**config.mk**
```make
export PLATFORM = sky130hd
export DESIGN_NAME = coin_input_conditioner
export DESIGN_NICKNAME = d
export VERILOG_FILES = /design/src/rtl/coin_input_conditioner.sv
export SDC_FILE = /design/constraint.sdc
export NUM_CORES = 1
export LEC_CHECK = 0
export CAP_MARGIN = 30
export CORE_AREA = 2 2 96 70
export CTS_CLUSTER_DIAMETER = 40
export CTS_CLUSTER_SIZE = 25
export DETAILED_ROUTE_END_ITERATION = 10
export DIE_AREA = 0 0 98 72
export PLACE_DENSITY = 0.87
export SLEW_MARGIN = 20
export SYNTH_ARGS = -nofsm -noshare
export SYNTH_HDL_FRONTEND = slang
export SYNTH_SLANG_ARGS = --single-unit
```
**constraint.sdc**
```tcl
create_clock -name CLK -period 2.4 [get_ports CLK]
set_input_delay 0.48 -clock CLK [delete_from_list [all_inputs] [get_ports CLK]]
set_output_delay 0.48 -clock CLK [all_outputs]
set_load 0.02 [all_outputs]
```
**src/rtl/coin_input_conditioner.sv**
```systemverilog
// Coin/selection input conditioner: synchronizes, debounces and queues
// raw vending-machine sensors, issuing clean single-cycle pulses.
//
// Ports:
//   CLK           - clock, all logic on rising edge
//   reset         - synchronous, active-low reset
//   q_raw/d_raw/n_raw      - raw async coin sensors (active-high)
//   soda_raw/diet_raw      - raw async selection buttons (active-high)
//   accept        - downstream ready; coin pulses only issue while high
//   Q/D/N         - one-cycle coin pulses, at most one per cycle
//   soda/diet     - one-cycle selection pulses
//   coin_pending  - any coin queue counter nonzero
//   coin_overflow - sticky flag: a coin event was dropped (cleared by reset)
module coin_input_conditioner #(
    parameter int DEBOUNCE_CYCLES = 16,
    parameter int CNT_W           = 8,
    parameter int GAP_CYCLES      = 1
) (
    input  logic CLK,
    input  logic reset,
    input  logic q_raw,
    input  logic d_raw,
    input  logic n_raw,
    input  logic soda_raw,
    input  logic diet_raw,
    input  logic accept,
    output logic Q,
    output logic D,
    output logic N,
    output logic soda,
    output logic diet,
    output logic coin_pending,
    output logic coin_overflow
);

    localparam int NCH = 5;
    localparam logic [CNT_W-1:0] DB_LIM = CNT_W'(DEBOUNCE_CYCLES);
    localparam logic [3:0] GAP_LD = 4'(GAP_CYCLES);

    // Channel order: 0=quarter 1=dime 2=nickel 3=soda 4=diet
    logic [NCH-1:0] raw;
    logic [NCH-1:0] sync1;
    logic [NCH-1:0] sync2;
    logic [NCH-1:0] deb;
    logic [NCH-1:0] deb_d;
    logic [NCH-1:0] evt;
    logic [CNT_W-1:0] cnt [NCH];

    logic [1:0] q_pend;
    logic [1:0] d_pend;
    logic [1:0] n_pend;
    logic [2:0] q_nx;
    logic [2:0] d_nx;
    logic [2:0] n_nx;
    logic [2:0] grant;
    logic [3:0] gap;

    assign raw = {diet_raw, soda_raw, n_raw, d_raw, q_raw};

    // Two-flop synchronizer for every channel
    always_ff @(posedge CLK) begin
        if (!reset) begin
            sync1 <= '0;
            sync2 <= '0;
        end else begin
            sync1 <= raw;
            sync2 <= sync1;
        end
    end

    // Debouncer: the counter tracks how long sync has disagreed with deb;
    // once it has counted DEBOUNCE_CYCLES disagreeing cycles and the
    // disagreement persists one more cycle, deb follows sync.
    always_ff @(posedge CLK) begin
        if (!reset) begin
            deb   <= '0;
            deb_d <= '0;
            for (int i = 0; i < NCH; i++) begin
                cnt[i] <= '0;
            end
        end else begin
            deb_d <= deb;
            for (int i = 0; i < NCH; i++) begin
                if (sync2[i] == deb[i]) begin
                    cnt[i] <= '0;
                end else if (cnt[i] == DB_LIM) begin
                    deb[i] <= sync2[i];
                    cnt[i] <= '0;
                end else begin
                    cnt[i] <= cnt[i] + CNT_W'(1);
                end
            end
        end
    end

    // One-cycle strobe on each debounced rising edge
    assign evt = deb & ~deb_d;

    // Returns {dropped, next_count} for a saturating 0..3 pending counter
    function automatic logic [2:0] pend_next(
        input logic [1:0] p,
        input logic       inc,
        input logic       dec
    );
        logic [2:0] r;
        r = {1'b0, p};
        if (inc && !dec) begin
            if (p == 2'd3) begin
                r = {1'b1, p};
            end else begin
                r = {1'b0, p + 2'd1};
            end
        end else if (!inc && dec) begin
            r = {1'b0, p - 2'd1};
        end
        return r;
    endfunction

    // Arbiter: fixed priority Q > D > N, gated by accept and the gap timer
    always_comb begin
        grant = '0;
        if (accept && gap == 4'd0) begin
            if (q_pend != 2'd0) begin
                grant[0] = 1'b1;
            end else if (d_pend != 2'd0) begin
                grant[1] = 1'b1;
            end else if (n_pend != 2'd0) begin
                grant[2] = 1'b1;
            end
        end
    end

    assign q_nx = pend_next(q_pend, evt[0], grant[0]);
    assign d_nx = pend_next(d_pend, evt[1], grant[1]);
    assign n_nx = pend_next(n_pend, evt[2], grant[2]);

    always_ff @(posedge CLK) begin
        if (!reset) begin
            q_pend        <= '0;
            d_pend        <= '0;
            n_pend        <= '0;
            coin_overflow <= 1'b0;
            gap           <= '0;
            Q             <= 1'b0;
            D             <= 1'b0;
            N             <= 1'b0;
            soda          <= 1'b0;
            diet          <= 1'b0;
        end else begin
            q_pend <= q_nx[1:0];
            d_pend <= d_nx[1:0];
            n_pend <= n_nx[1:0];
            if (q_nx[2] || d_nx[2] || n_nx[2]) begin
                coin_overflow <= 1'b1;
            end
            if (grant != 3'd0) begin
                gap <= GAP_LD;
            end else if (gap != 4'd0) begin
                gap <= gap - 4'd1;
            end
            Q    <= grant[0];
            D    <= grant[1];
            N    <= grant[2];
            // Selections bypass the queue; soda wins a same-cycle tie
            soda <= evt[3];
            diet <= evt[4] & ~evt[3];
        end
    end

    assign coin_pending = (q_pend != 2'd0) || (d_pend != 2'd0) ||
                          (n_pend != 2'd0);

endmodule

```
## Yosys cells after proc, flatten, opt, wreduce, memory -nomap -nowiden

Memory sizes are Yosys's and may differ from the RTL's.
Cells that the tools add are included.

| operators by class | value |
|---|---|
| reduce and logical (&&, ||, !) cells | 36 |
| equality and inequality tests | 16 |
| mux-type cells | 88 |
| bitwise operators | 25 |
| $add $sub $neg | 12 |

Operator list:

| kind | number |
|---|---|
| two-way mux 8 bit | 15 |
| two-way mux 1 bit | 62 |
| adder 8 x 1 -> 8 bit, second input constant | 5 |
| == test 8 x 5 -> 1 bit, second input constant | 5 |
| two-way mux 3 bit | 7 |
| AND reduction 2 bit | 8 |
| bitwise OR 1 bit | 15 |
| nonzero test 2 bit | 7 |
| two-way mux 2 bit | 4 |
| logical AND 1 bit | 7 |
| inverter 1 bit | 7 |
| adder 2 x 1 -> 2 bit, second input constant | 3 |
| == test 2 bit, second input constant | 3 |
| zero test 1 bit | 6 |
| != test 2 bit, second input constant | 3 |
| subtractor 2 x 1 -> 2 bit, second input constant | 3 |
| bitwise AND 5 bit | 1 |
| == test 1 bit | 5 |
| inverter 5 bit | 1 |
| zero test 4 bit | 1 |
| logical OR 1 bit | 4 |
| nonzero test 4 bit | 1 |
| subtractor 4 x 1 -> 4 bit, second input constant | 1 |
| nonzero test 3 bit | 1 |
| 2 further kinds | 2 |

| word-level totals | value |
|---|---|
| RAM bits | 40 |
| register bits after elaboration | 36 |
| memories kept | 1 |
| bits of input ports | 8 |
| logic and storage cells | 197 |
| output and inout port bits | 7 |

Memories:

| memory | words | width | rd ports | clocked after Yosys merged registers in | write ports | line | source |
|---|---|---|---|---|---|---|---|
| cnt | 5 | 8 | 5 | 0 | 5 | 47 | `logic [CNT_W-1:0] cnt [NCH];` |

## Longest topological paths before layout

| depth | value |
|---|---|
| word-level depth | 10 |
| mapped depth | 7 |
| depth with buffers taken out | 6 |

## Worst setup path before layout

No wires, ideal clock.

| path | value |
|---|---|
| path kind | flip-flop to flip-flop |
| start | reg gap[0] |
| end | reg coin_overflow |
| clock period less this slack | 1820 ps |
| setup time | 123 ps |
| setup slack | 580 ps |
| stages on the path, launching flop included | 8 |
| buffers on the path | 1 |
| required time | 2277 ps |
| arrival | 1697 ps |
| path through | dfxtp_1 inv_1 ha_1 or3b_4 buf_6 o311a_1 a311oi_1 a21oi_1 |

| between the ends | value |
|---|---|
| longest elaborated chain between the ends | 8 |
| elaborated cells on any way between the ends | 14 |
| those cells by class | 4 x mux; 10 x reduce/logical |

RTL lines:

| element | line | source |
|---|---|---|
| from (decl) | 56 | `logic [3:0] gap;` |
| from (signal assigned) | 159 | `gap <= gap - 4'd1;` |
| zero test 4 bit * | 122 | `if (accept && gap == 4'd0) begin` |
| logical AND 1 bit * | 122 |  |
| two-way mux 3 bit * | 122 |  |
| zero test 1 bit | 107 | `if (inc && !dec) begin` |
| logical AND 1 bit | 107 |  |
| two-way mux 3 bit | 107 |  |
| logical OR 1 bit | 153 | `if (q_nx[2] \|\| d_nx[2] \|\| n_nx[2]) begin` |
| logical OR 1 bit * | 153 |  |
| to (signal assigned) | 142 | `coin_overflow <= 1'b0;` |
| to (signal assigned) | 154 | `coin_overflow <= 1'b1;` |
| to (decl) | 33 | `output logic coin_overflow` |

Every way passes the cells marked *; elsewhere a longest branch is shown, timed or not.
A chain may end at the register's enable or synchronous reset.

## Worst setup path after layout

| path | value |
|---|---|
| start | reg d_pend[0] |
| end | out coin_pending |

| between the ends | value |
|---|---|
| longest elaborated chain between the ends | 3 |

RTL lines:

| element | line | source |
|---|---|---|
| from (decl) | 50 | `logic [1:0] d_pend;` |
| from (signal assigned) | 151 | `d_pend <= d_nx[1:0];` |
| nonzero test 2 bit | 170 | `assign coin_pending = (q_pend != 2'd0) \|\| (d_pend != 2'd0) \|\|` |
| logical OR 1 bit (2 in a row) | 170 |  |
| to (decl) | 32 | `output logic coin_pending,` |

No other way between the ends.

==> flow_summary.toml <==
[min_path]
hold_class = "register to register"
hold_depth = 1

[drt]
wl_met3_um = 204
via_count = 2482
finalWirelength_um = 5980
first_pass_iters = 4
wire_per_inst_um = 12.2
wl_met1_um = 2830
vias_per_cell = 5.07
wl_met2_um = 2840
drc_errors = 0
maxUsedRoutingLayer = "met4"
ant_nets = 0
initialDrtViolationCount = 117

[global_route]
antenna_found_initial = 0
track_usage_pct = 18.5
grt_pass1_wl_um = 10400
grt_max_degree = 27
grt_pass1_vias = 2411
grt-ovfl-total = 0

[sta]
period_needed_ns = 2.31
fin_tns_setup_ns = 0
drv_slew = 0
worst_slack_ns = 0.0872
hold_viol_final = 0
setup_viol = 0
whs_ns = 0.388
worstMarginPinSlew_ns = 0.522
relSlewSlack_pct = 65.1
clock.fmax_ghz = 0.432
rsz0062_at_grt = "no"
skew_ns = 0.0114
finalCritPeriodShare_pct = 96.4

[pwr]
total_power_mw = 2.92
power_density_nw_per_um2 = 699
p_leak_nw = 1.70
ir_drop_mv = 0.319

[logic_synthesis]
synth.ff_latch_count = 76
ys_seq_area_share_pct = 53.1
yosysWarnings = 0
synthFlopType = "edfxtp_1"
synth-async-reset-ratio_pct = 0
syn_area_um2 = 3620
avgSynthCellArea_um2 = 10.5
ys_types = 45
synth_cells = 346
synth_edf_count = 40

[floorplanning]
start_util_pct = 59.3
io_pins = 15
coreArea_um2 = 6100
die_w_um = 98
fp-row-count = 24
die_y_um = 72
die_area_um2 = 7060

[cells_and_area]
fin_cells = 490
insertedDiodeCount = 0
multi_input_area_um2 = 1710
area_growth_pct = 15.5
fin_area_um2 = 4180
drive_gt1_share_pct = 5.83
nNetsFinal = 433
final-seq-area_um2 = 1920
n_fill_cell = 457
final_util_pct = 68.5

[critical_path]
endpoint_kind = "output port"
worstPathCellList = "inv_1 > ha_1 > nand3_1 > clkdlybuf4s50_1"
cp.required_ns = 1.92
cp-start-kind = "register"
cp_slowest_cell = "clkdlybuf4s50_1"
critPathMaxStageDelay_ns = 0.61
critPathKind = "register to output port"
reg2reg_depth = 6
worstPathMaxFanout = 6
cp.arrival_ns = 1.83

[place]
place_area_um2 = 3990
finalWeightedCongestion = 0.814
placement.io_buffers = 14
dpl.hpwl_um = 4320
place_inst = 474
place_ws_ns = 0.324

[clock_network]
post_cts_buffers = 0
root_buffer = "clkbuf_8"
path_clk_slew_ns = 0.08
cts_buffer_depth = 2
clkLatencyLatePin_ns = 0.35
h-tree-depth = 3
cts_resized = 0
cts_tree = "yes"
postCtsHoldBufs = 0
cts_made_buffers = 9
cts_sinks = 76

[status]
outcome = "finished clean"

[job]
drv_cap = 0
-- cell families after synthesis --
logic type | Yosys count | synth area share [%]
DFF | 76 | 53.1
muxes | 6 | 1.66
xor gates and xnor gates | 36 | 8.72
buffers and inverters | 33 | 3.74
other | 1 | 0.104
and+or+nand+nor | 155 | 22.0
adders and majority gates | 18 | 6.23
AOI/OAI and AO/OA | 21 | 4.43
-- final timing paths --
path	startpoint	end	slack, ns
worst max-delay path	d_pend[0]	coin_pending	0.09
worst min-delay path	deb_d[4]	diet	0.39
worst max register to register	gap[0]	d_pend[1]	0.48
worst min register to register	deb_d[4]	diet	0.39
-- Yosys cell counts (all sizes together), types with 2 or more instances --
master  number  area [µm²]
nor2        57         214
edfxtp      40        1200
nand3       37         185
dfxtp       36         721
xor2        30         263
inv         27         101
ha          18         225
and2        14        87.6
and3        10        62.6
nor3         9        45.0
nand2        7        26.3
mux2i        6        60.1
xnor2        6        52.6
nor4b        5        43.8
clkbuf       3        11.3
nand2b       3        18.8
nor3b        3        22.5
o21ai        3        15.0
a21oi        2        10.0
a31oi        2        12.5
buf          2        18.8
nor2b        2        12.5
nor4         2        27.5
o211ai       2        15.0
o21ba        2        20.0
o311a        2        21.3
or3b         2        20.0
-- cell usage in the layout, fill, tap and decap left out, types with 5 or more instances in the layout --
master / n
clkdlybuf4s50_1: 14
mux2i_1: 6
conb_1: 40
nand2_1: 7
and2_1: 14
clkbuf_8: 9
nor3_1: 9
and3_1: 10
edfxtp_1: 40
nand3_1: 37
xnor2_1: 6
nor2_1: 57
inv_1: 27
xor2_1: 30
ha_1: 18
dfxtp_1: 36
nor4b_1: 5
-- power breakdown --
part / total (mW) / switching [mW] / leakage (nW) / internal, mW
Clock: 0.953 / 0.472 / 0.0962 / 0.480
Sequential: 1.51 / 0.0686 / 0.706 / 1.45
Combinational: 0.452 / 0.258 / 0.901 / 0.194
Total: 2.92 / 0.798 / 1.70 / 2.12
-- routing by layer --
metal  track usage, %  vias up
met3             4.05        9
met5                0        -
met1             22.8     1156
met4             8.80        0
met2             31.5       41
li1                 -     1276
-- worst max-delay path: cells and delay by family (launching register included) --
kind | cells | cell delay (ns)
fa+ha+maj | 1 | 0.29
simple gates | 1 | 0.14
flops | 1 | 0.38
buf+inv | 2 | 0.68
-- layout make-up --
class | instances | area share [%]
clock inverters | 6 | 1.56
inverters | 28 | 2.52
repair buffers | 16 | 3.71
clock buffers | 10 | 3.05
multi-input cells | 276 | 40.8
flip-flops and latches | 76 | 46.0
well taps | 78 | 2.34
-- flip-flops by register name, summed over array words and instances, names as in the netlist, 2 cells and up --
| name | flops |
|---|---|
| deb | 5 |
| cnt | 40 |
| q_pend | 2 |
| d_pend | 2 |
| sync2 | 5 |
| sync1 | 5 |
| gap | 4 |
| n_pend | 2 |
| deb_d | 5 |
No activity file was read; power rests on OpenSTA's default activity.
